`src/rtl/reg_port_sequencer.sv`:
```
// reg_port_sequencer
//
// Purpose: serialises one instruction-level register request (optional write,
// optional read rs, optional read rt) onto the single shared address port of
// the register file. The write goes first, then rs, then rt, and both read
// results come back together through a valid/ready response.
//
// Ports:
//   clk, reset         clock and synchronous active-high reset
//   req_valid/ready    request handshake; ready only while idle
//   wr_en/addr/data    optional write of the request
//   rs_en/addr         optional read A
//   rt_en/addr         optional read B
//   rsp_valid/ready    response handshake
//   rs_data, rt_data   read results (0 for disabled or invalid reads)
//   rsp_err            an enabled operation used an address >= DEPTH
//   rf_addr/data_in/we drive the register file port
//   rf_data_out        asynchronous read data from the register file
module reg_port_sequencer #(
  parameter int ADDR_W = 5,
  parameter int DATA_W = 32,
  parameter int DEPTH  = 16
) (
  input  logic              clk,
  input  logic              reset,
  input  logic              req_valid,
  output logic              req_ready,
  input  logic              wr_en,
  input  logic [ADDR_W-1:0] wr_addr,
  input  logic [DATA_W-1:0] wr_data,
  input  logic              rs_en,
  input  logic [ADDR_W-1:0] rs_addr,
  input  logic              rt_en,
  input  logic [ADDR_W-1:0] rt_addr,
  output logic              rsp_valid,
  input  logic              rsp_ready,
  output logic [DATA_W-1:0] rs_data,
  output logic [DATA_W-1:0] rt_data,
  output logic              rsp_err,
  output logic [ADDR_W-1:0] rf_addr,
  output logic [DATA_W-1:0] rf_data_in,
  output logic              rf_we,
  input  logic [DATA_W-1:0] rf_data_out
);

  typedef enum logic [2:0] {IDLE, WRITE, READ_A, READ_B, RESP} state_t;

  // One extra bit so that DEPTH == 2**ADDR_W is still representable.
  localparam logic [ADDR_W:0] DEPTH_L = (ADDR_W + 1)'(DEPTH);

  state_t            state;
  logic              rs_en_q, rt_en_q;
  logic [ADDR_W-1:0] wr_addr_q, rs_addr_q, rt_addr_q;
  logic [DATA_W-1:0] wr_data_q;

  function automatic logic addr_ok(input logic [ADDR_W-1:0] a);
    return {1'b0, a} < DEPTH_L;
  endfunction

  // Picks the first enabled phase in the fixed order WRITE, READ_A, READ_B;
  // callers pass 0 for phases already behind them.
  function automatic state_t first_phase(input logic w, input logic a, input logic b);
    if (w) return WRITE;
    if (a) return READ_A;
    if (b) return READ_B;
    return RESP;
  endfunction

  always_ff @(posedge clk) begin
    if (reset) begin
      state     <= IDLE;
      rs_en_q   <= 1'b0;
      rt_en_q   <= 1'b0;
      wr_addr_q <= '0;
      rs_addr_q <= '0;
      rt_addr_q <= '0;
      wr_data_q <= '0;
      rs_data   <= '0;
      rt_data   <= '0;
      rsp_err   <= 1'b0;
    end else begin
      case (state)
        IDLE: begin
          if (req_valid) begin
            rs_en_q   <= rs_en;
            rt_en_q   <= rt_en;
            wr_addr_q <= wr_addr;
            rs_addr_q <= rs_addr;
            rt_addr_q <= rt_addr;
            wr_data_q <= wr_data;
            // Disabled reads must come back as 0, so clear on accept.
            rs_data   <= '0;
            rt_data   <= '0;
            rsp_err   <= 1'b0;
            state     <= first_phase(wr_en, rs_en, rt_en);
          end
        end
        WRITE: begin
          if (!addr_ok(wr_addr_q)) rsp_err <= 1'b1;
          state <= first_phase(1'b0, rs_en_q, rt_en_q);
        end
        READ_A: begin
          rs_data <= addr_ok(rs_addr_q) ? rf_data_out : '0;
          if (!addr_ok(rs_addr_q)) rsp_err <= 1'b1;
          state <= first_phase(1'b0, 1'b0, rt_en_q);
        end
        READ_B: begin
          rt_data <= addr_ok(rt_addr_q) ? rf_data_out : '0;
          if (!addr_ok(rt_addr_q)) rsp_err <= 1'b1;
          state <= RESP;
        end
        RESP: begin
          if (rsp_ready) state <= IDLE;
        end
        default: state <= IDLE;
      endcase
    end
  end

  // Register-file port is only driven during its own phase. The write enable
  // is gated by reset so an interrupted WRITE never commits.
  always_comb begin
    rf_addr    = '0;
    rf_data_in = '0;
    rf_we      = 1'b0;
    case (state)
      WRITE: begin
        rf_addr    = wr_addr_q;
        rf_data_in = wr_data_q;
        rf_we      = addr_ok(wr_addr_q) && !reset;
      end
      READ_A:  rf_addr = rs_addr_q;
      READ_B:  rf_addr = rt_addr_q;
      default: ;
    endcase
  end

  assign req_ready = (state == IDLE) && !reset;
  assign rsp_valid = (state == RESP);

endmodule

```
`config.mk`:
```
export PLATFORM = sky130hd
export DESIGN_NAME = reg_port_sequencer
export DESIGN_NICKNAME = d
export VERILOG_FILES = /design/src/rtl/reg_port_sequencer.sv
export SDC_FILE = /design/constraint.sdc
export NUM_CORES = 1
export LEC_CHECK = 0
export ABC_AREA = 1
export CORE_UTILIZATION = 34
export CTS_BUF_LIST = sky130_fd_sc_hd__clkbuf_4 sky130_fd_sc_hd__clkbuf_8
export CTS_CLUSTER_SIZE = 30
export DETAILED_ROUTE_END_ITERATION = 16
export PLACE_DENSITY = 0.66
export SETUP_SLACK_MARGIN = 0.3
export SYNTH_ARGS = -nofsm -noshare
export SYNTH_HDL_FRONTEND = slang
export SYNTH_SLANG_ARGS = --single-unit
```
`constraint.sdc`:
```
create_clock -name clk -period 1.8 [get_ports clk]
set_input_delay 0.36 -clock clk [delete_from_list [all_inputs] [get_ports clk]]
set_output_delay 0.36 -clock clk [all_outputs]
set_load 0.005 [all_outputs]
```
==> results of run 1 <==
[flip-flops by register name (all words and copies together) (netlist names)]
register and count:
rt_addr_q 5, rs_en_q 1, wr_addr_q 5, rt_data 32, state 3, rsp_err 1
rt_en_q 1, rs_data 32, rs_addr_q 5, wr_data_q 32
[per-stage QoR]
| stage | worst slack (ns) | utilization [%] | std cells | total power, µW |
|---|---|---|---|---|
| finish | -0.206 | 67.0 | 1031 | 7600 |
| global route | -0.272 | 67.0 | 1031 | 7930 |
| CTS | -0.206 | 60.3 | 1020 | 7190 |
| detailed placement | -0.331 | 52.4 | 950 | 4280 |
| global placement | -0.304 | 52.4 | 950 | 4250 |
| floorplan | 0.324 | - | 598 | 3630 |
[per-layer routing]
| layer | wire (µm) | up-vias | track usage [%] |
|---|---|---|---|
| met4 | 472 | 0 | 10.1 |
| met1 | 6460 | 2383 | 25.7 |
| met3 | 1230 | 41 | 7.36 |
| met2 | 8590 | 184 | 39.6 |
| li1 | - | 2428 | - |
| met5 | 0 | - | 0 |
[what timing repair did]
item                       CTS  global route
pin swaps                   17            25
setup endpoints to repair  203           151
setup buffers               28            11
cloned                      10             0
gates resized for setup    366           209
[synth_stat cells (all sizes together)]
| cell type | instances |
|---|---|
| a21oi | 116 |
| a31oi | 1 |
| buf | 26 |
| clkbuf | 13 |
| dfxtp | 117 |
| inv | 58 |
| nand2 | 157 |
| nand3 | 13 |
| nor2 | 44 |
| nor3 | 2 |
| o21ai | 47 |
| o221ai | 4 |
[power by group through the flow]
stage,sequential (µW),clock (µW),combinational [µW]
global route,2910,2550,2470
detailed placement,2930,0,1350
finish,2900,2390,2320
CTS,2880,2430,1880
global placement,2920,0,1330
floorplan,2920,0,706
[cell type report]
class,instances,area (µm²),area share [%]
clock inverter,9,104,1.21
clock buffer,23,285,3.33
multi-input combinational,384,2640,30.8
tap,172,215,2.51
sequential,117,2360,27.6
inverter,58,254,2.97
timing repair inverter,1,16.3,0.190
timing repair buffer,267,2690,31.4
[kinds of logic after synthesis]
logic type / share of synthesized area (%)
AO/OA/AOI/OAI: 19.6
flip-flops: 51.9
AND/OR/NAND/NOR: 19.1
buffers and inverters: 9.41
[worst max path at each step]
stage / from / cells after the start / end
final: state[1] / 8 / rf_addr[2]
after CTS: state[1] / 10 / rf_addr[4]
after floorplan: state[1] / 6 / rf_data_in[10]
after detailed placement: req_valid / 8 / rf_addr[4]
after global placement: req_valid / 8 / rf_addr[4]
after global routing: state[1] / 8 / rf_addr[2]
[worst reg2reg max path: cells and delay by family, from the launching register on]
kind | cells | cell delay [ns]
buffers and inverters | 10 | 1.05
flip-flops | 1 | 0.32
AO/OA/AOI/OAI | 2 | 0.33
AND/OR/NAND/NOR | 3 | 0.16
[cell usage in the layout (no fill, tap or decap), drive strengths merged, types with 4 or more instances in the layout]
master         instances
a21oi                116
buf                  118
clkbuf                23
clkdlybuf4s50         84
clkinv                 7
dfxtp                117
dlygate4sd2           65
inv                   57
nand2                157
nand3                 13
nor2                  44
o21ai                 47
o221ai                 4
==> results.txt, run 1 <==
Violated checks -> negative setup slack
Reg clk slew, reported paths -> 0.07 ns
Worst Hold Launch -> reset
Global-route wire length before repair -> 23.4 mm
CP max stage delay -> 0.33 ns
Critical Path Fanout Max -> 3
Flop-to-flop setup slack -> -0.12 ns
Delay-heaviest family, CP -> buffers and inverters
Vias in the first global route -> 4663
CP Class -> register to output port
Worst Max-Slew Pin Slew -> 0.966 ns
Die Wd -> 117 µm
Initial drt markers -> 249
Clock Latency Late Sink -> 0.45 ns
Htree depth -> 4
Yosys top cell area share -> 51.9%
Power Density -> 888 mW/mm²
Hold_buf cts -> 0
Cell Chain, Critical Path -> inv_2, buf_6, nor2_4, buf_6, nand2_8, buf_6, o221ai_2, buf_2
Max VDD drop -> 538 µV
Rows -> 41
Die Area -> 0.0137 mm²
Worst path arrival time -> 1.65 ns
CP Data Required Time -> 1.44 ns
TritonCTS buffer count -> 17
GPL Wtd Cong -> 0.841
Area Overhead vs Synth -> 89.9%
Unrepaired setup endpoints after global routing -> true
TNS Setup -> -8.56 ns
Root buffer cell -> clkbuf_8
CP Capture Type -> output port
Net Count, Synth -> 684
N_diodes -> 0
FF-to-FF Start -> state[1]
Post-layout min period -> 2.01 ns
Total gr overflow -> 0
Max frequency -> 498 MHz
CORE AREA -> 0.0128 mm²
LEAKAGE -> 0.00370 µW
Initial Util -> 35.3%
Clock buffer depth -> 2
End of the worst hold path -> state[2]
Post-DR vias/cell -> 4.88
Sequential share of power -> 38.1%
Max-slew violation count -> 0
Synth unique cells -> 23
Crit path buf inv count -> 5
Die H -> 117 µm
Worst R2R Path Depth -> 15
Share of layout cells above drive strength 1 -> 41.1%
Routed WL per cell -> 16.2 µm
Synthesized cell area -> 0.00451 mm²
CTS tree -> done
Post-DP Area -> 0.00670 mm²
Worst relative slew slack -> 35.6%
R2R Path End -> rs_data[27]
Pint -> 5240 µW
Synth Instances -> 598
Port Buffer Count -> 190
YS warnings -> 0
Hpwl dp -> 9.10 mm
Hold Crit Depth -> 2
Post-Syn Area per Cell -> 7.54 µm²
Yosys reg bits -> 117
Comb pwr share -> 30.5%
Largest net degree at the start of global routing -> 71
Sw Ratio -> 31.1%
Endpoints failing setup -> 71
Slowest CP cell -> dfxtp_2
Post-route cell area -> 0.00856 mm²
Largest area contributor in the netlist -> dfxtp_1
Hold Crit Class -> primary input to register
Worst hold slack -> 0.164 ns
Maxcap violations -> 0
Antenna viol nets, final -> 0
DRC -> 0
Nature of the critical path startpoint -> register
Fin crit share -> 111%
Total iterations of the first detailed-routing run -> 5
GRT Total Usage -> 22.9%
Psw -> 2360 µW
Antenna violations before repair -> 0
Status -> complete, but fails checks
Final hold violations -> 0
DRT Wirelength -> 16.7 mm
Worst setup margin -> -0.206 ns
Layout Skew -> 0.00914 ns
Fill cell count -> 1035
CP most frequent cell -> buf_6
Sinks on Clock Net -> 117
Sequential share of the synthesized area -> 51.9%
Via Count -> 5036
Final #Nets -> 932
IO Count -> 191
Top cells by area, synth -> dfxtp_1 (52%), nand2_1 (13%), a21oi_1 (12%), inv_1 (4.5%), o21ai_0 (3.6%)
Clock power share -> 31.4%
No activity file was read; power rests on OpenSTA's default activity.
==> run 2: changes to the inputs <==
MAX_ROUTING_LAYER = met4   (was unset)
PLACE_DENSITY = 0.74   (was 0.66)
SETUP_SLACK_MARGIN = 0.02   (was 0.3)
==> run 2 against run 1 <==
Net effect: the flow still finishes with violations (negative setup slack); clock-buffer cell count rose by 2; critical path depth fell by 1; final area fell by 17%; clock skew fell by 0.0028 ns; final cell count fell by 4.4%; fmax rose by 5.9%; largest power group unchanged; highest routed layer unchanged.
==> results.txt, run 2 (synthesis results as in run 1) <==
Status -> complete, but fails checks (unchanged)
Violated checks -> negative setup slack (unchanged)
Endpoints failing setup -> 37 (was 71)
Htree depth -> 4 (unchanged)
GPL Wtd Cong -> 0.795 (was 0.841)
Fin crit share -> 105% (was 111%)
Slowest CP cell -> dfxtp_2 (unchanged)
DRC -> 0 (unchanged)
Layout Skew -> 0.00634 ns (was 0.00914 ns)
CP Data Required Time -> 1.44 ns (about the same)
N_diodes -> 0 (unchanged)
Worst Max-Slew Pin Slew -> 0.639 ns (was 0.966 ns)
Die H -> 117 µm (unchanged)
Unrepaired setup endpoints after global routing -> true (unchanged)
TritonCTS buffer count -> 17 (unchanged)
Clock Latency Late Sink -> 0.42 ns (was 0.45 ns)
Power Total -> 6610 µW (was 7600 µW)
Total gr overflow -> 0 (unchanged)
Worst hold slack -> 0.451 ns (was 0.164 ns)
Final hold violations -> 0 (unchanged)
LEAKAGE -> 0.00275 µW (was 0.00370 µW)
CP max stage delay -> 0.34 ns (was 0.33 ns)
Most frequent cells in the layout -> nand2_1 (152), clkdlybuf4s50_1 (149), dfxtp_1 (114), a21oi_1 (111), inv_1 (53) (was dfxtp_1 (103), nand2_1 (91), clkdlybuf4s50_1 (84), a21oi_1 (70), dlygate4sd2_1 (65))
Commonest non-fill, non-tap cell in the layout -> nand2_1 (was dfxtp_1)
Reg clk slew, reported paths -> 0.06 ns (was 0.07 ns)
Largest net degree at the start of global routing -> 58 (was 71)
Area Overhead vs Synth -> 58.0% (was 89.9%)
Sequential share of power -> 43.6% (was 38.1%)
Worst relative slew slack -> 57.4% (was 35.6%)
Clock power share -> 34.8% (was 31.4%)
Routed WL per cell -> 14.0 µm (was 16.2 µm)
Initial Util -> 35.3% (unchanged)
Post-layout min period -> 1.90 ns (was 2.01 ns)
Final #Nets -> 890 (was 932)
Sw Ratio -> 27.8% (was 31.1%)
Worst setup margin -> -0.0950 ns (was -0.206 ns)
Die Area -> 0.0137 mm² (unchanged)
CP most frequent cell -> inv_4 (was buf_6)
Post-DR vias/cell -> 4.67 (was 4.88)
Comb pwr share -> 21.6% (was 30.5%)
Fill cell count -> 1191 (was 1035)
Via Count -> 4605 (was 5036)
Cell Chain, Critical Path -> inv_4, nand2_4, nor2_4, inv_4, buf_16, nor2_1, clkdlybuf4s15_2 (was inv_2, buf_6, nor2_4, buf_6, nand2_8, buf_6, o221ai_2, buf_2)
Total iterations of the first detailed-routing run -> 5 (unchanged)
Vias in the first global route -> 4136 (was 4663)
Psw -> 1840 µW (was 2360 µW)
Nature of the critical path startpoint -> register (unchanged)
Root buffer cell -> clkbuf_8 (unchanged)
Post-Place Worst Slack -> -0.293 ns (was -0.331 ns)
CP Capture Type -> output port (unchanged)
Hold Crit Class -> register to register (was primary input to register)
Port Buffer Count -> 190 (unchanged)
Sinks on Clock Net -> 117 (unchanged)
Global-route wire length before repair -> 20.8 mm (was 23.4 mm)
CORE AREA -> 0.0128 mm² (unchanged)
CTS tree -> done (unchanged)
Biggest regs -> rs_data: 32 flops, rt_data: 32 flops, wr_data_q: 32 flops (unchanged)
Antenna violations before repair -> 0 (unchanged)
Maxcap violations -> 0 (unchanged)
Max VDD drop -> 521 µV (was 538 µV)
IO Count -> 191 (unchanged)
Pint -> 4770 µW (was 5240 µW)
CP Class -> register to output port (unchanged)
Max frequency -> 528 MHz (was 498 MHz)
Power Density -> 928 mW/mm² (was 888 mW/mm²)
Rows -> 41 (unchanged)
Antenna viol nets, final -> 0 (unchanged)
DRT Wirelength -> 13.8 mm (was 16.7 mm)
Worst path arrival time -> 1.54 ns (was 1.65 ns)
GRT Total Usage -> 20.8% (was 22.9%)
Hpwl dp -> 8.96 mm (was 9.10 mm)
Max-slew violation count -> 0 (unchanged)
Share of layout cells above drive strength 1 -> 18.1% (was 41.1%)
Initial drt markers -> 245 (was 249)
Critical Path Fanout Max -> 8 (was 3)
Fin util -> 55.8% (was 67.0%)
Clock buffer depth -> 2 (unchanged)
Die Wd -> 117 µm (unchanged)
[run 2: power groups by stage]
stage / Clock (µW) / Combinational, µW / Sequential (µW)
6_report: 2300 / 1430 / 2880
4_1_cts: 2370 / 1380 / 2880
5_1_grt: 2500 / 1570 / 2900
3_3_place_gp: 0 / 1320 / 2920
3_5_place_dp: 0 / 1330 / 2930
2_1_floorplan: 0 / 706 / 2920
[run 2: repair_timing]
action | CTS | global route
hold buffers | 0 | 0
endpoints found under the setup margin | 40 | 45
resized for setup | 182 | 13
buffers inserted | 5 | 4
pin swaps | 3 | 2
cloned | 1 | 1
[run 2: layout make-up]
cell class                      count  area, µm²  area share, %
Sequential cell                   117       2350           33.0
Clock inverter                      4       45.0          0.632
Multi-Input combinational cell    384       1860           26.1
Inverter                           58        228           3.20
Tap cell                          172        215           3.02
Clock buffer                       25        332           4.65
Timing Repair Buffer              226       2090           29.4
[run 2: layer usage]
metal | share of wire, % | up-vias | track usage, %
met5 | 0 | - | -
met4 | 1.9 | 0 | 8.95
met3 | 5.2 | 21 | 5.82
met2 | 48 | 136 | 32.4
met1 | 45 | 2119 | 25.1
li1 | - | 2329 | -
[run 2: worst max-delay path: cells and delay by family (launching register included)]
| kind | cells | cell delay, ns |
|---|---|---|
| DFF | 1 | 0.34 |
| buffers and inverters | 4 | 0.51 |
| and+or+nand+nor | 3 | 0.25 |
[run 2: metrics by stage]
stage | TNS, ns | std cells | instance area [µm²]
final | -1.27 | 986 | 7130
after global routing | -5.22 | 986 | 7130
after CTS | -3.12 | 982 | 7040
after detailed placement | -4.34 | 947 | 6660
after global placement | -3.80 | 947 | 6660
after floorplan | 0 | 598 | 4510
[run 2: final timing paths]
kind | startpoint | endpoint | slack [ns] | cells past startpoint
worst max-delay path | state[1] | rf_data_in[27] | -0.1 | 7
worst min-delay path | rsp_err | rsp_err | 0.45 | 2
worst max register to register | state[1] | wr_data_q[10] | 0.15 | 10
worst min register to register | rsp_err | rsp_err | 0.45 | 2
